==> src/rtl/bram_fault_injector_if.sv <==
// Command, response and BRAM-port bundle for bram_fault_injector.
// slave  : the injector itself.
// master : the environment, which issues commands and models the BRAM.
interface bram_fault_injector_if;
    logic        Cmd_Valid;
    logic        Cmd_Ready;
    logic        Cmd_Op;
    logic [0:31] Cmd_Addr;
    logic [0:31] Cmd_Mask;

    logic        Rsp_Valid;
    logic        Rsp_Err;
    logic [0:31] Rsp_Old_Data;
    logic [0:31] Rsp_New_Data;

    logic        BRAM_EN;
    logic [0:3]  BRAM_WEN;
    logic [0:31] BRAM_Addr;
    logic [0:31] BRAM_Dout;
    logic [0:31] BRAM_Din;

    modport slave (
        input  Cmd_Valid, Cmd_Op, Cmd_Addr, Cmd_Mask, BRAM_Din,
        output Cmd_Ready, Rsp_Valid, Rsp_Err, Rsp_Old_Data, Rsp_New_Data,
        output BRAM_EN, BRAM_WEN, BRAM_Addr, BRAM_Dout
    );

    modport master (
        output Cmd_Valid, Cmd_Op, Cmd_Addr, Cmd_Mask, BRAM_Din,
        input  Cmd_Ready, Rsp_Valid, Rsp_Err, Rsp_Old_Data, Rsp_New_Data,
        input  BRAM_EN, BRAM_WEN, BRAM_Addr, BRAM_Dout
    );
endinterface

==> src/rtl/bram_fault_injector.sv <==
// BRAM fault injector: drives one port of a dual-port BRAM and performs
// read-modify-write bit flips (new = old ^ mask) or plain readbacks.
// The other BRAM port is not arbitrated; a processor write to the same word
// between the read and the write of a flip is overwritten.
// Optional build macro FI_WRITE_VERIFY_EN: after a flip the word is read back
// and Rsp_Err is raised if it differs from the value written.
module bram_fault_injector #(
    parameter logic [31:0] C_BASEADDR    = 32'h0000_0000,
    parameter int unsigned C_MEMSIZE     = 32'h0000_8000,
    parameter int unsigned C_PORT_DWIDTH = 32,
    parameter int unsigned C_CNT_WIDTH   = 16
) (
    input  logic                   Clk,
    input  logic                   Rst_n,
    bram_fault_injector_if.slave   bus,
    output logic [C_CNT_WIDTH-1:0] Inject_Count,
    output logic                   BRAM_Rst,
    output logic                   BRAM_Clk
);

    localparam int unsigned DW       = C_PORT_DWIDTH;
    localparam int unsigned BE_W     = DW / 8;
    localparam logic [32:0] RANGE_LO = 33'(C_BASEADDR);

`ifdef FI_WRITE_VERIFY_EN
    typedef enum logic [2:0] {IDLE, RD, CAP, WR, VRD, VCAP, RSP} state_e;
`else
    typedef enum logic [2:0] {IDLE, RD, CAP, WR, RSP} state_e;
`endif

    state_e                 state_q;
    logic                   ready_q;
    logic                   op_q;
    logic                   en_q;
    logic [0:BE_W-1]        wen_q;
    logic [0:31]            addr_q;
    logic [0:DW-1]          mask_q;
    logic [0:DW-1]          dout_q;
    logic [0:DW-1]          old_q;
    logic [0:DW-1]          new_q;
    logic                   err_q;
    logic                   rsp_valid_q;
    logic                   rsp_err_q;
    logic [0:DW-1]          rsp_old_q;
    logic [0:DW-1]          rsp_new_q;
    logic [C_CNT_WIDTH-1:0] cnt_q;

    logic [0:31]            addr_c;
    logic [32:0]            offset_c;
    logic                   in_range_c;

    // Word-align the command address and range-check it as an offset from
    // the base: a borrow means below base, otherwise compare against size.
    always_comb begin
        addr_c     = bus.Cmd_Addr & 32'hFFFF_FFFC;
        offset_c   = 33'(addr_c) - RANGE_LO;
        in_range_c = !offset_c[32] && (offset_c[31:0] < 32'(C_MEMSIZE));
    end

    // Command FSM with all BRAM and response outputs registered.
    always_ff @(posedge Clk or negedge Rst_n) begin
        if (!Rst_n) begin
            state_q     <= IDLE;
            ready_q     <= 1'b1;
            op_q        <= 1'b0;
            en_q        <= 1'b0;
            wen_q       <= '0;
            addr_q      <= '0;
            mask_q      <= '0;
            dout_q      <= '0;
            old_q       <= '0;
            new_q       <= '0;
            err_q       <= 1'b0;
            rsp_valid_q <= 1'b0;
            rsp_err_q   <= 1'b0;
            rsp_old_q   <= '0;
            rsp_new_q   <= '0;
            cnt_q       <= '0;
        end else begin
            rsp_valid_q <= 1'b0;
            case (state_q)
                IDLE: begin
                    if (bus.Cmd_Valid) begin
                        ready_q <= 1'b0;
                        op_q    <= bus.Cmd_Op;
                        mask_q  <= bus.Cmd_Mask;
                        err_q   <= !in_range_c;
                        if (in_range_c) begin
                            state_q <= RD;
                            en_q    <= 1'b1;
                            addr_q  <= addr_c;
                        end else begin
                            state_q <= RSP;
                            old_q   <= '0;
                            new_q   <= '0;
                        end
                    end
                end
                RD: begin
                    en_q    <= 1'b0;
                    state_q <= CAP;
                end
                CAP: begin
                    old_q <= bus.BRAM_Din;
                    if (!op_q && (mask_q != '0)) begin
                        new_q   <= bus.BRAM_Din ^ mask_q;
                        dout_q  <= bus.BRAM_Din ^ mask_q;
                        en_q    <= 1'b1;
                        wen_q   <= '1;
                        state_q <= WR;
                    end else begin
                        new_q   <= bus.BRAM_Din;
                        state_q <= RSP;
                    end
                end
                WR: begin
                    wen_q <= '0;
                    if (cnt_q != '1) begin
                        cnt_q <= cnt_q + C_CNT_WIDTH'(1);
                    end
`ifdef FI_WRITE_VERIFY_EN
                    state_q <= VRD;
`else
                    en_q    <= 1'b0;
                    state_q <= RSP;
`endif
                end
`ifdef FI_WRITE_VERIFY_EN
                VRD: begin
                    en_q    <= 1'b0;
                    state_q <= VCAP;
                end
                VCAP: begin
                    err_q   <= (bus.BRAM_Din != new_q);
                    state_q <= RSP;
                end
`endif
                RSP: begin
                    rsp_valid_q <= 1'b1;
                    rsp_err_q   <= err_q;
                    rsp_old_q   <= old_q;
                    rsp_new_q   <= new_q;
                    ready_q     <= 1'b1;
                    state_q     <= IDLE;
                end
                default: begin
                    state_q <= IDLE;
                    ready_q <= 1'b1;
                    en_q    <= 1'b0;
                    wen_q   <= '0;
                end
            endcase
        end
    end

    // Output mapping; the BRAM port shares the system clock and never resets.
    assign bus.Cmd_Ready    = ready_q;
    assign bus.Rsp_Valid    = rsp_valid_q;
    assign bus.Rsp_Err      = rsp_err_q;
    assign bus.Rsp_Old_Data = rsp_old_q;
    assign bus.Rsp_New_Data = rsp_new_q;
    assign bus.BRAM_EN      = en_q;
    assign bus.BRAM_WEN     = wen_q;
    assign bus.BRAM_Addr    = addr_q;
    assign bus.BRAM_Dout    = dout_q;
    assign Inject_Count     = cnt_q;
    assign BRAM_Rst         = 1'b0;
    assign BRAM_Clk         = Clk;

endmodule

==> src/flat_wrapper.sv <==
// flat-port wrapper written by rule: the top's interface ports become plain ports
module bram_fault_injector_flat 
#(
    parameter logic [31:0] C_BASEADDR    = 32'h0000_0000,
    parameter int unsigned C_MEMSIZE     = 32'h0000_8000,
    parameter int unsigned C_PORT_DWIDTH = 32,
    parameter int unsigned C_CNT_WIDTH   = 16
)
  (Clk, Rst_n, Inject_Count, BRAM_Rst, BRAM_Clk, bus_Cmd_Valid, bus_Cmd_Op, bus_Cmd_Addr, bus_Cmd_Mask, bus_BRAM_Din, bus_Cmd_Ready, bus_Rsp_Valid, bus_Rsp_Err, bus_Rsp_Old_Data, bus_Rsp_New_Data, bus_BRAM_EN, bus_BRAM_WEN, bus_BRAM_Addr, bus_BRAM_Dout);
  bram_fault_injector_if bus_i ();
  input  logic Clk;
  input  logic Rst_n;
  output logic [C_CNT_WIDTH-1:0] Inject_Count;
  output logic BRAM_Rst;
  output logic BRAM_Clk;
  input wire logic [$bits(bus_i.Cmd_Valid)-1:0] bus_Cmd_Valid;
  input wire logic [$bits(bus_i.Cmd_Op)-1:0] bus_Cmd_Op;
  input wire logic [$bits(bus_i.Cmd_Addr)-1:0] bus_Cmd_Addr;
  input wire logic [$bits(bus_i.Cmd_Mask)-1:0] bus_Cmd_Mask;
  input wire logic [$bits(bus_i.BRAM_Din)-1:0] bus_BRAM_Din;
  output wire logic [$bits(bus_i.Cmd_Ready)-1:0] bus_Cmd_Ready;
  output wire logic [$bits(bus_i.Rsp_Valid)-1:0] bus_Rsp_Valid;
  output wire logic [$bits(bus_i.Rsp_Err)-1:0] bus_Rsp_Err;
  output wire logic [$bits(bus_i.Rsp_Old_Data)-1:0] bus_Rsp_Old_Data;
  output wire logic [$bits(bus_i.Rsp_New_Data)-1:0] bus_Rsp_New_Data;
  output wire logic [$bits(bus_i.BRAM_EN)-1:0] bus_BRAM_EN;
  output wire logic [$bits(bus_i.BRAM_WEN)-1:0] bus_BRAM_WEN;
  output wire logic [$bits(bus_i.BRAM_Addr)-1:0] bus_BRAM_Addr;
  output wire logic [$bits(bus_i.BRAM_Dout)-1:0] bus_BRAM_Dout;
  assign bus_i.Cmd_Valid = bus_Cmd_Valid;
  assign bus_i.Cmd_Op = bus_Cmd_Op;
  assign bus_i.Cmd_Addr = bus_Cmd_Addr;
  assign bus_i.Cmd_Mask = bus_Cmd_Mask;
  assign bus_i.BRAM_Din = bus_BRAM_Din;
  assign bus_Cmd_Ready = bus_i.Cmd_Ready;
  assign bus_Rsp_Valid = bus_i.Rsp_Valid;
  assign bus_Rsp_Err = bus_i.Rsp_Err;
  assign bus_Rsp_Old_Data = bus_i.Rsp_Old_Data;
  assign bus_Rsp_New_Data = bus_i.Rsp_New_Data;
  assign bus_BRAM_EN = bus_i.BRAM_EN;
  assign bus_BRAM_WEN = bus_i.BRAM_WEN;
  assign bus_BRAM_Addr = bus_i.BRAM_Addr;
  assign bus_BRAM_Dout = bus_i.BRAM_Dout;
  bram_fault_injector #(.C_BASEADDR(C_BASEADDR), .C_MEMSIZE(C_MEMSIZE), .C_PORT_DWIDTH(C_PORT_DWIDTH), .C_CNT_WIDTH(C_CNT_WIDTH)) u_core (.Clk(Clk), .Rst_n(Rst_n), .bus(bus_i), .Inject_Count(Inject_Count), .BRAM_Rst(BRAM_Rst), .BRAM_Clk(BRAM_Clk));
endmodule
==> config.mk <==
export PLATFORM = sky130hd
export DESIGN_NAME = bram_fault_injector_flat
export DESIGN_NICKNAME = d
export VERILOG_FILES = /design/src/rtl/bram_fault_injector_if.sv /design/src/rtl/bram_fault_injector.sv /design/src/flat_wrapper.sv
export SDC_FILE = /design/constraint.sdc
export NUM_CORES = 1
export LEC_CHECK = 0
export CAP_MARGIN = 0
export CORE_ASPECT_RATIO = 2
export CORE_UTILIZATION = 35
export CTS_BUF_LIST = sky130_fd_sc_hd__clkbuf_4
export CTS_CLUSTER_DIAMETER = 50
export DETAILED_ROUTE_END_ITERATION = 6
export PLACE_DENSITY_LB_ADDON = 0.12
export SYNTH_ARGS = -nofsm -noshare
export SYNTH_HDL_FRONTEND = slang
export SYNTH_SLANG_ARGS = --single-unit
==> constraint.sdc <==
create_clock -name Clk -period 2.2 [get_ports Clk]
set_input_delay 0.33 -clock Clk [delete_from_list [all_inputs] [get_ports Clk]]
set_output_delay 0.33 -clock Clk [all_outputs]
set_load 0.01 [all_outputs]
### Word level (Yosys, flattened, before mapping)

Cells that the tools add are included.

| operators by class | value |
|---|---|
| add/subtract/negate cells | 1 |
| $lt $le $gt $ge | 1 |
| equal/unequal tests | 9 |
| muxes and demuxes | 18 |
| bitwise operators | 4 |
| reduce and logical (&&, ||, !) cells | 16 |

Operators by type and width:

| kind | count |
|---|---|
| $pmux 32 s2 | 2 |
| $mux 32 | 3 |
| $lt 32x16->1 const B | 1 |
| $reduce_bool 32->1 | 1 |
| $xor 32x32->32 | 1 |
| $add 16x1->16 const B | 1 |
| $ne 16x16->1 const B | 1 |
| $pmux 3 s4 | 1 |
| $reduce_and 2->1 | 5 |
| $mux 3 | 3 |
| $pmux 4 s2 | 1 |
| $eq 3x2->1 const B | 2 |
| $reduce_and 3->1 | 2 |
| $reduce_or 3->1 | 2 |
| $mux 1 | 5 |
| $mux 4 | 1 |
| $ne 2x1->1 const B | 2 |
| $ne 2x2->1 const B | 2 |
| $reduce_and 4->1 | 1 |
| $eq 3x1->1 const B | 1 |
| $eq 3x3->1 const B | 1 |
| $logic_not 3->1 | 1 |
| $not 1->1 | 3 |
| $pmux 1 s3 | 1 |
| 4 further kinds | 5 |

| word-level totals | value |
|---|---|
| register bits after elaboration | 251 |
| bits of input ports | 100 |
| output and inout port bits | 154 |

### Depth between registers and ports, before layout

Gate-level depths: netlist of run 1.

| depth | value |
|---|---|
| depth after elaboration | 4 |
| mapped depth | 8 |
| gate-level depth less buffers | 5 |

==> results of run 1 <==
metrics by stage:
stage / total power, mW / setup TNS [ps] / hold WS, ps
finish: 9.36 / 0 / 69.6
global route: 9.86 / 0 / 46.7
global placement: 5.84 / 0 / 352
detailed placement: 5.85 / -48.5 / 353
floorplan: 5.33 / 0 / 34.4
CTS: 9.59 / 0 / 18.2
worst max-delay path, cell delays in order:
cell and delay, ps:
clkbuf_4 110, clkbuf_4 120, clkdlybuf4s50_1 460
worst max-delay path by stage:
stage / startpoint / end / slack [ps] / cells past startpoint
detailed placement: u_core.mask_q[15]$_DFFE_PN0P_ / u_core.bus.BRAM_Dout[5]$_DFFE_PN0P_ / -10 / 6
global placement: bus_Cmd_Addr[30] / u_core.bus.BRAM_Addr[18]$_DFFE_PN0P_ / 40 / 6
global route: u_core.bus.BRAM_Dout[31]$_DFFE_PN0P_ / bus_BRAM_Dout[0] / 3 / 1
CTS: u_core.bus.Rsp_New_Data[11]$_DFFE_PN0P_ / bus_Rsp_New_Data[20] / 2 / 1
finish: Clk / BRAM_Clk / 80 / 3
floorplan: u_core.state_q[0]$_DFFE_PN0N_ / u_core.bus.BRAM_Addr[17]$_DFFE_PN0P_ / 280 / 6
registers in the layout, indices dropped and copies added, names as in the netlist:
register / cells
u_core.bus.Rsp_Old_Data: 32
u_core.old_q: 32
u_core.state_q: 3
u_core.new_q: 32
u_core.mask_q: 32
u_core.Inject_Count: 16
u_core.err_q: 1
u_core.bus.Rsp_New_Data: 32
u_core.bus.BRAM_Addr: 30
u_core.bus.BRAM_EN: 1
u_core.op_q: 1
u_core.bus.Rsp_Valid: 1
u_core.bus.BRAM_WEN: 1
u_core.bus.Cmd_Ready: 1
u_core.bus.Rsp_Err: 1
u_core.bus.BRAM_Dout: 32
layer usage:
metal / vias up / global-route usage / share of wire
li1: 3390 / - / -
met1: 3603 / 0.199 / 0.36
met2: 214 / 0.360 / 0.55
met3: 47 / 0.0435 / 0.054
met4: 0 / 0.0987 / 0.033
met5: - / 0 / 0
final cells by class:
type	instances	area [um^2]
Inverter	2	7.51
Antenna cell	2	5.00
Clock inverter	22	88.8
Sequential cell	248	6210
Tap cell	364	455
Fill cell	2768	15100
Timing Repair Buffer	289	2940
Multi-Input combinational cell	509	3980
Clock buffer	85	641
Yosys cell counts (2+ instances only):
cell type,count
and4_1,5
clkbuf_1,19
dfrtp_1,247
buf_6,3
xnor2_1,34
nor4_1,11
a2111oi_0,3
a21oi_1,8
buf_2,22
mux2_1,6
buf_4,8
nand2b_1,2
nor3_1,2
o21ai_0,32
nor2_1,7
mux2_4,20
inv_1,2
a211oi_1,3
o22ai_1,32
or2_2,3
nand2_1,102
and3_1,4
mux2_2,118
nand3_1,4
nor2b_1,49
nand4_1,2
xor2_1,45
cells by family (layout without fill, tap and decap cells):
logic type	after synthesis	count (layout)	synth area share
xor+xnor	79	79	0.0663
compound gates	83	83	0.0489
buf+inv	55	398	0.0276
simple gates	199	199	0.0981
other cells	1	5	0.000359
fa+ha+maj	1	1	0.00120
flops	248	248	0.595
mux	144	144	0.163
power by group through the flow:
stage                     Sequential, mW  Combinational [mW]  Clock, mW
final                               4.76               0.932       3.67
after global placement              4.85               0.950     0.0462
after detailed placement            4.85               0.957     0.0462
after global routing                4.78                1.03       4.05
after floorplan                     4.83               0.467     0.0375
after CTS                           4.76               0.961       3.87
what timing repair did:
action	CTS	global route
endpoints found under the setup margin	44	6
resized for setup	22	6
buffers inserted	4	0
endpoints found under the hold margin	247	0
hold buffers	1	0
==> out/summary.txt, run 1 <==
outcome: finished, final reports clean
Cell Area, Synth: 10400 um^2
largest net degree at the start of global routing: 72
Nets: 1213
Leak: 6.72 nW
Finished Layout Cells: 1521
die area: 30500 um^2
RSZ-0062 raised after global routing: no
number of setup violations in the final report: 0
net switching power: 2.42 mW
post-synth top area share: 0.592
final worst slack: 84.5 ps
vias in the first global route: 7829
Fin. Hold Viols: 0
I/O pins: 254
synthesized instance count: 810
Yosys cell types: 44
Peak supply drop: 0.333 mV
R2R setup slack: 130 ps
CP Capture Type: output pin
clock network fraction of total power: 0.392
first-pass GRT wire length: 44000 um
max-capacitance violation count: 0
Yosys top cell by area: dfrtp_1
Residual DRC: 0
largest fanout on the critical path: 4
switching share of power: 0.258
RR Endpoint: u_core.bus.BRAM_Dout[0]$_DFFE_PN0P_
ratio of cells with drive above 1 in the final layout: 0.247
post-route ant nets: 0
Critical Path Source Type: clock port
Comb pwr share: 0.100
most frequent cells in the layout: 244 x dfrtp_1, 223 x clkdlybuf4s50_1, 118 x mux2_2, 102 x nand2_1, 84 x clkbuf_4
CTS tree: done
commonest non-fill, non-tap cell in the layout: dfrtp_1
Final HPWL DP: 19800 um
Die W: 124 um
Data arrival, critical path: 1790 ps
Post-synth EDFFs: 0
Synth Warn #: 0
router iterations before antenna repair: 6
power density over the cells: 654 nW/um^2
post-synthesis register bit count: 248
initial core utilization: 0.355
syn avg cell area: 12.9 um^2
Buffers on Ports: 248
Clock Latency Late Sink: 820 ps
DR iter-0 viols: 185
placed cells: 1408
drt via density: 4.77
hold crit path type: primary input to asynchronous set/reset pin
Core Area: 29400 um^2
area grow syn2layout: 37.3%
final instance area: 14300 um^2
post-layout util: 0.487
total track usage: 0.195
placed cell area: 13600 um^2
cell row count: 89
RePlAce Congestion: 0.750
Slew HR: 0.601
actual slew at the worst max-slew pin: 599 ps
Req. time, crit path: 1870 ps
Reg2Reg Depth: 6
CTS clk-pin slew, worst paths: 70 ps
total congestion overflow: 0
Routed wire per std cell: 18.8 um
skew final: 33.4 ps
Reg power frac: 0.508
worst r2r src: u_core.mask_q[15]$_DFFE_PN0P_
final wirelength: 28700 um
Pint: 6.95 mW
Post-synth ARST share: 1.00
critical path start-end classification: clock port to output pin
ys flop type: dfrtp_1
die span in y: 246 um
initial antenna violation count: 1
synth top area cells: dfrtp_1 59%, mux2_2 13%, xor2_1 3.8%, nand2_1 3.7%, nor2b_1 2.9%
sequential-to-total area share from yosys stat: 0.595
Slew Viols, Final: 0
pre-CTS setup slack: -11.9 ps
routed vias: 7254
Power figures use the tool's default switching activity.
==> run 2: changes to the inputs <==
--- a/config.mk
+++ b/config.mk
@@ -7,7 +7,7 @@
 export LEC_CHECK = 0
 export CAP_MARGIN = 0
 export CORE_ASPECT_RATIO = 2
-export CORE_UTILIZATION = 35
+export CORE_UTILIZATION = 51
 export CTS_BUF_LIST = sky130_fd_sc_hd__clkbuf_4
 export CTS_CLUSTER_DIAMETER = 50
 export DETAILED_ROUTE_END_ITERATION = 6
==> run 2 against run 1 <==
Effect of this change:
- worst hold slack improved by 16 ps
- die area down 31%
- combinational power down 1%
- power fell by 1.2%
- setup slack hardly changed
- largest cell class unchanged
==> out/summary.txt, run 2 (synthesis gave the netlist of run 1 again) <==
Slew Viols, Final: 0 (unchanged)
CTS clk-pin slew, worst paths: 70 ps (about the same)
final wirelength: 25300 um (-12%)
die span in y: 204 um (-17%)
routed vias: 7228 (-0.36%)
initial antenna violation count: 1 (unchanged)
critical path start-end classification: flop to output pin
Final period util: 0.962
Fin. Hold Viols: 0 (unchanged)
area grow syn2layout: 35.4%
die area: 21100 um^2 (-31%)
number of setup violations in the final report: 0 (unchanged)
Residual DRC: 0 (unchanged)
Finished Layout Cells: 1406 (-7.6%)
Slew HR: 0.588 (-0.0131)
Data arrival, critical path: 1790 ps (about the same)
actual slew at the worst max-slew pin: 603 ps (+4.10 ps)
post-layout min period: 2120 ps
I/O pins: 254 (unchanged)
vias in the first global route: 7715 (-1.5%)
Final TNS setup: 0 ps (unchanged)
drt via density: 5.14 (+7.8%)
CP Capture Type: output pin
R2R setup slack: 150 ps (+20 ps)
Post-CTS Setup Bufs: 0 (-4)
Req. time, crit path: 1870 ps (about the same)
post-route ant nets: 0 (unchanged)
Nets: 1204 (-0.74%)
largest net degree at the start of global routing: 64 (-11%)
power density over the cells: 655 nW/um^2 (+0.19%)
outcome: finished, final reports clean
Die W: 103 um (-17%)
Routed wire per std cell: 18.0 um (-4.6%)
first-pass GRT wire length: 39800 um (-9.7%)
worst setup path start: u_core.Inject_Count[1]$_DFFE_PN0P_
placed cells: 1305 (-7.3%)
DR iter-0 viols: 256 (+38%)
most frequent cells in the layout: 246 x dfrtp_1, 245 x clkdlybuf4s50_1, 118 x mux2_2, 102 x nand2_1, 89 x clkbuf_4
ratio of cells with drive above 1 in the final layout: 0.243 (-0.00332)
commonest non-fill, non-tap cell in the layout: dfrtp_1
RePlAce Congestion: 0.779 (+3.8%)
Buffers on Ports: 248 (unchanged)
initial core utilization: 0.522 (+0.167)
total congestion overflow: 0 (unchanged)
Final HPWL DP: 17500 um (-12%)
router iterations before antenna repair: 4 (-2)
worst r2r src: u_core.mask_q[7]$_DFFE_PN0P_
cell row count: 73 (-18%)
skew final: 28.8 ps (-4.63 ps)
total track usage: 0.252 (+0.0569)
Layout fillers: 1458 (-47%)
Peak supply drop: 0.497 mV (+49%)
Critical Path Source Type: flop
RSZ-0062 raised after global routing: no
max-capacitance violation count: 0 (unchanged)
Core Area: 20000 um^2 (-32%)
Clock Latency Late Sink: 760 ps (-60 ps)
largest fanout on the critical path: 4 (unchanged)
hold crit path type: primary input to asynchronous set/reset pin
Leak: 6.50 nW (-3.2%)
CTS tree: done
Peak Freq: 473 MHz
[run 2: final cells by class]
type                            count  area (um^2)  share of cell area
Clock inverter                      9         33.8             0.00239
Antenna cell                        2         5.00            0.000354
Sequential cell                   248         6210               0.440
Multi-Input combinational cell    509         3980               0.282
Inverter                            2         7.51            0.000531
Timing Repair Buffer              284         2880               0.204
Tap cell                          262          328              0.0232
Clock buffer                       90          678              0.0480
[run 2: per-layer routing]
| metal | share of wire | wire [um] | GRT usage |
|---|---|---|---|
| met1 | 0.37 | 9320 | 0.275 |
| met2 | 0.54 | 13800 | 0.448 |
| met4 | 0.030 | 752 | 0.122 |
| met5 | 0 | 0 | 0 |
| met3 | 0.058 | 1460 | 0.0588 |
[run 2: stage by stage]
step                area, um^2  total power, mW  utilization  hold slack [ps]  setup slack [ps]
floorplan                10400             5.33            -             34.4               280
global placement         13400             5.82        0.670              276              26.3
detailed placement       13400             5.83        0.670              276             -52.7
CTS                      14100             9.39        0.706             27.7              10.6
global route             14100             9.68        0.706             89.6              6.14
finish                   14100             9.25        0.706             85.9              84.4
[run 2: power by group]
part	leakage [nW]	internal, mW	switching [mW]	total [mW]
clock	0.427	1.85	1.72	3.57
sequential	3.37	4.65	0.111	4.77
combinational	2.70	0.491	0.429	0.920
[run 2: timing repair]
item | in CTS | in global routing
setup endpoints to repair | 3 | 1
gates resized for setup | 2 | 1
hold buffers | 1 | 0
hold endpoints to repair | 247 | 0
[run 2: worst max-delay path: stages (launching register included)]
cell,delay (ps)
dfrtp_1,360
buf_4,150
clkdlybuf4s50_1,540
[run 2: final timing paths]
path,end,depth (start not counted)
worst min-delay path,u_core.bus.Rsp_New_Data[23]$_DFFE_PN0P_,2
worst min register to register,u_core.bus.BRAM_Dout[1]$_DFFE_PN0P_,1
max in group asynchronous,u_core.bus.Cmd_Ready$_DFFE_PN1P_,3
min in group Clk,u_core.bus.BRAM_Addr[22]$_DFFE_PN0P_,2
worst max register to register,u_core.bus.BRAM_Dout[6]$_DFFE_PN0P_,5
worst max-delay path,Inject_Count[1],2
==> run 3: changes to the inputs <==
--- a/config.mk
+++ b/config.mk
@@ -12,6 +12,7 @@
 export CTS_CLUSTER_DIAMETER = 50
 export DETAILED_ROUTE_END_ITERATION = 6
 export PLACE_DENSITY_LB_ADDON = 0.12
+export SLEW_MARGIN = 30
 export SYNTH_ARGS = -nofsm -noshare
 export SYNTH_HDL_FRONTEND = slang
 export SYNTH_SLANG_ARGS = --single-unit
==> results of run 3 <==
Final layout, timing and power as in run 2 (identical DEF).
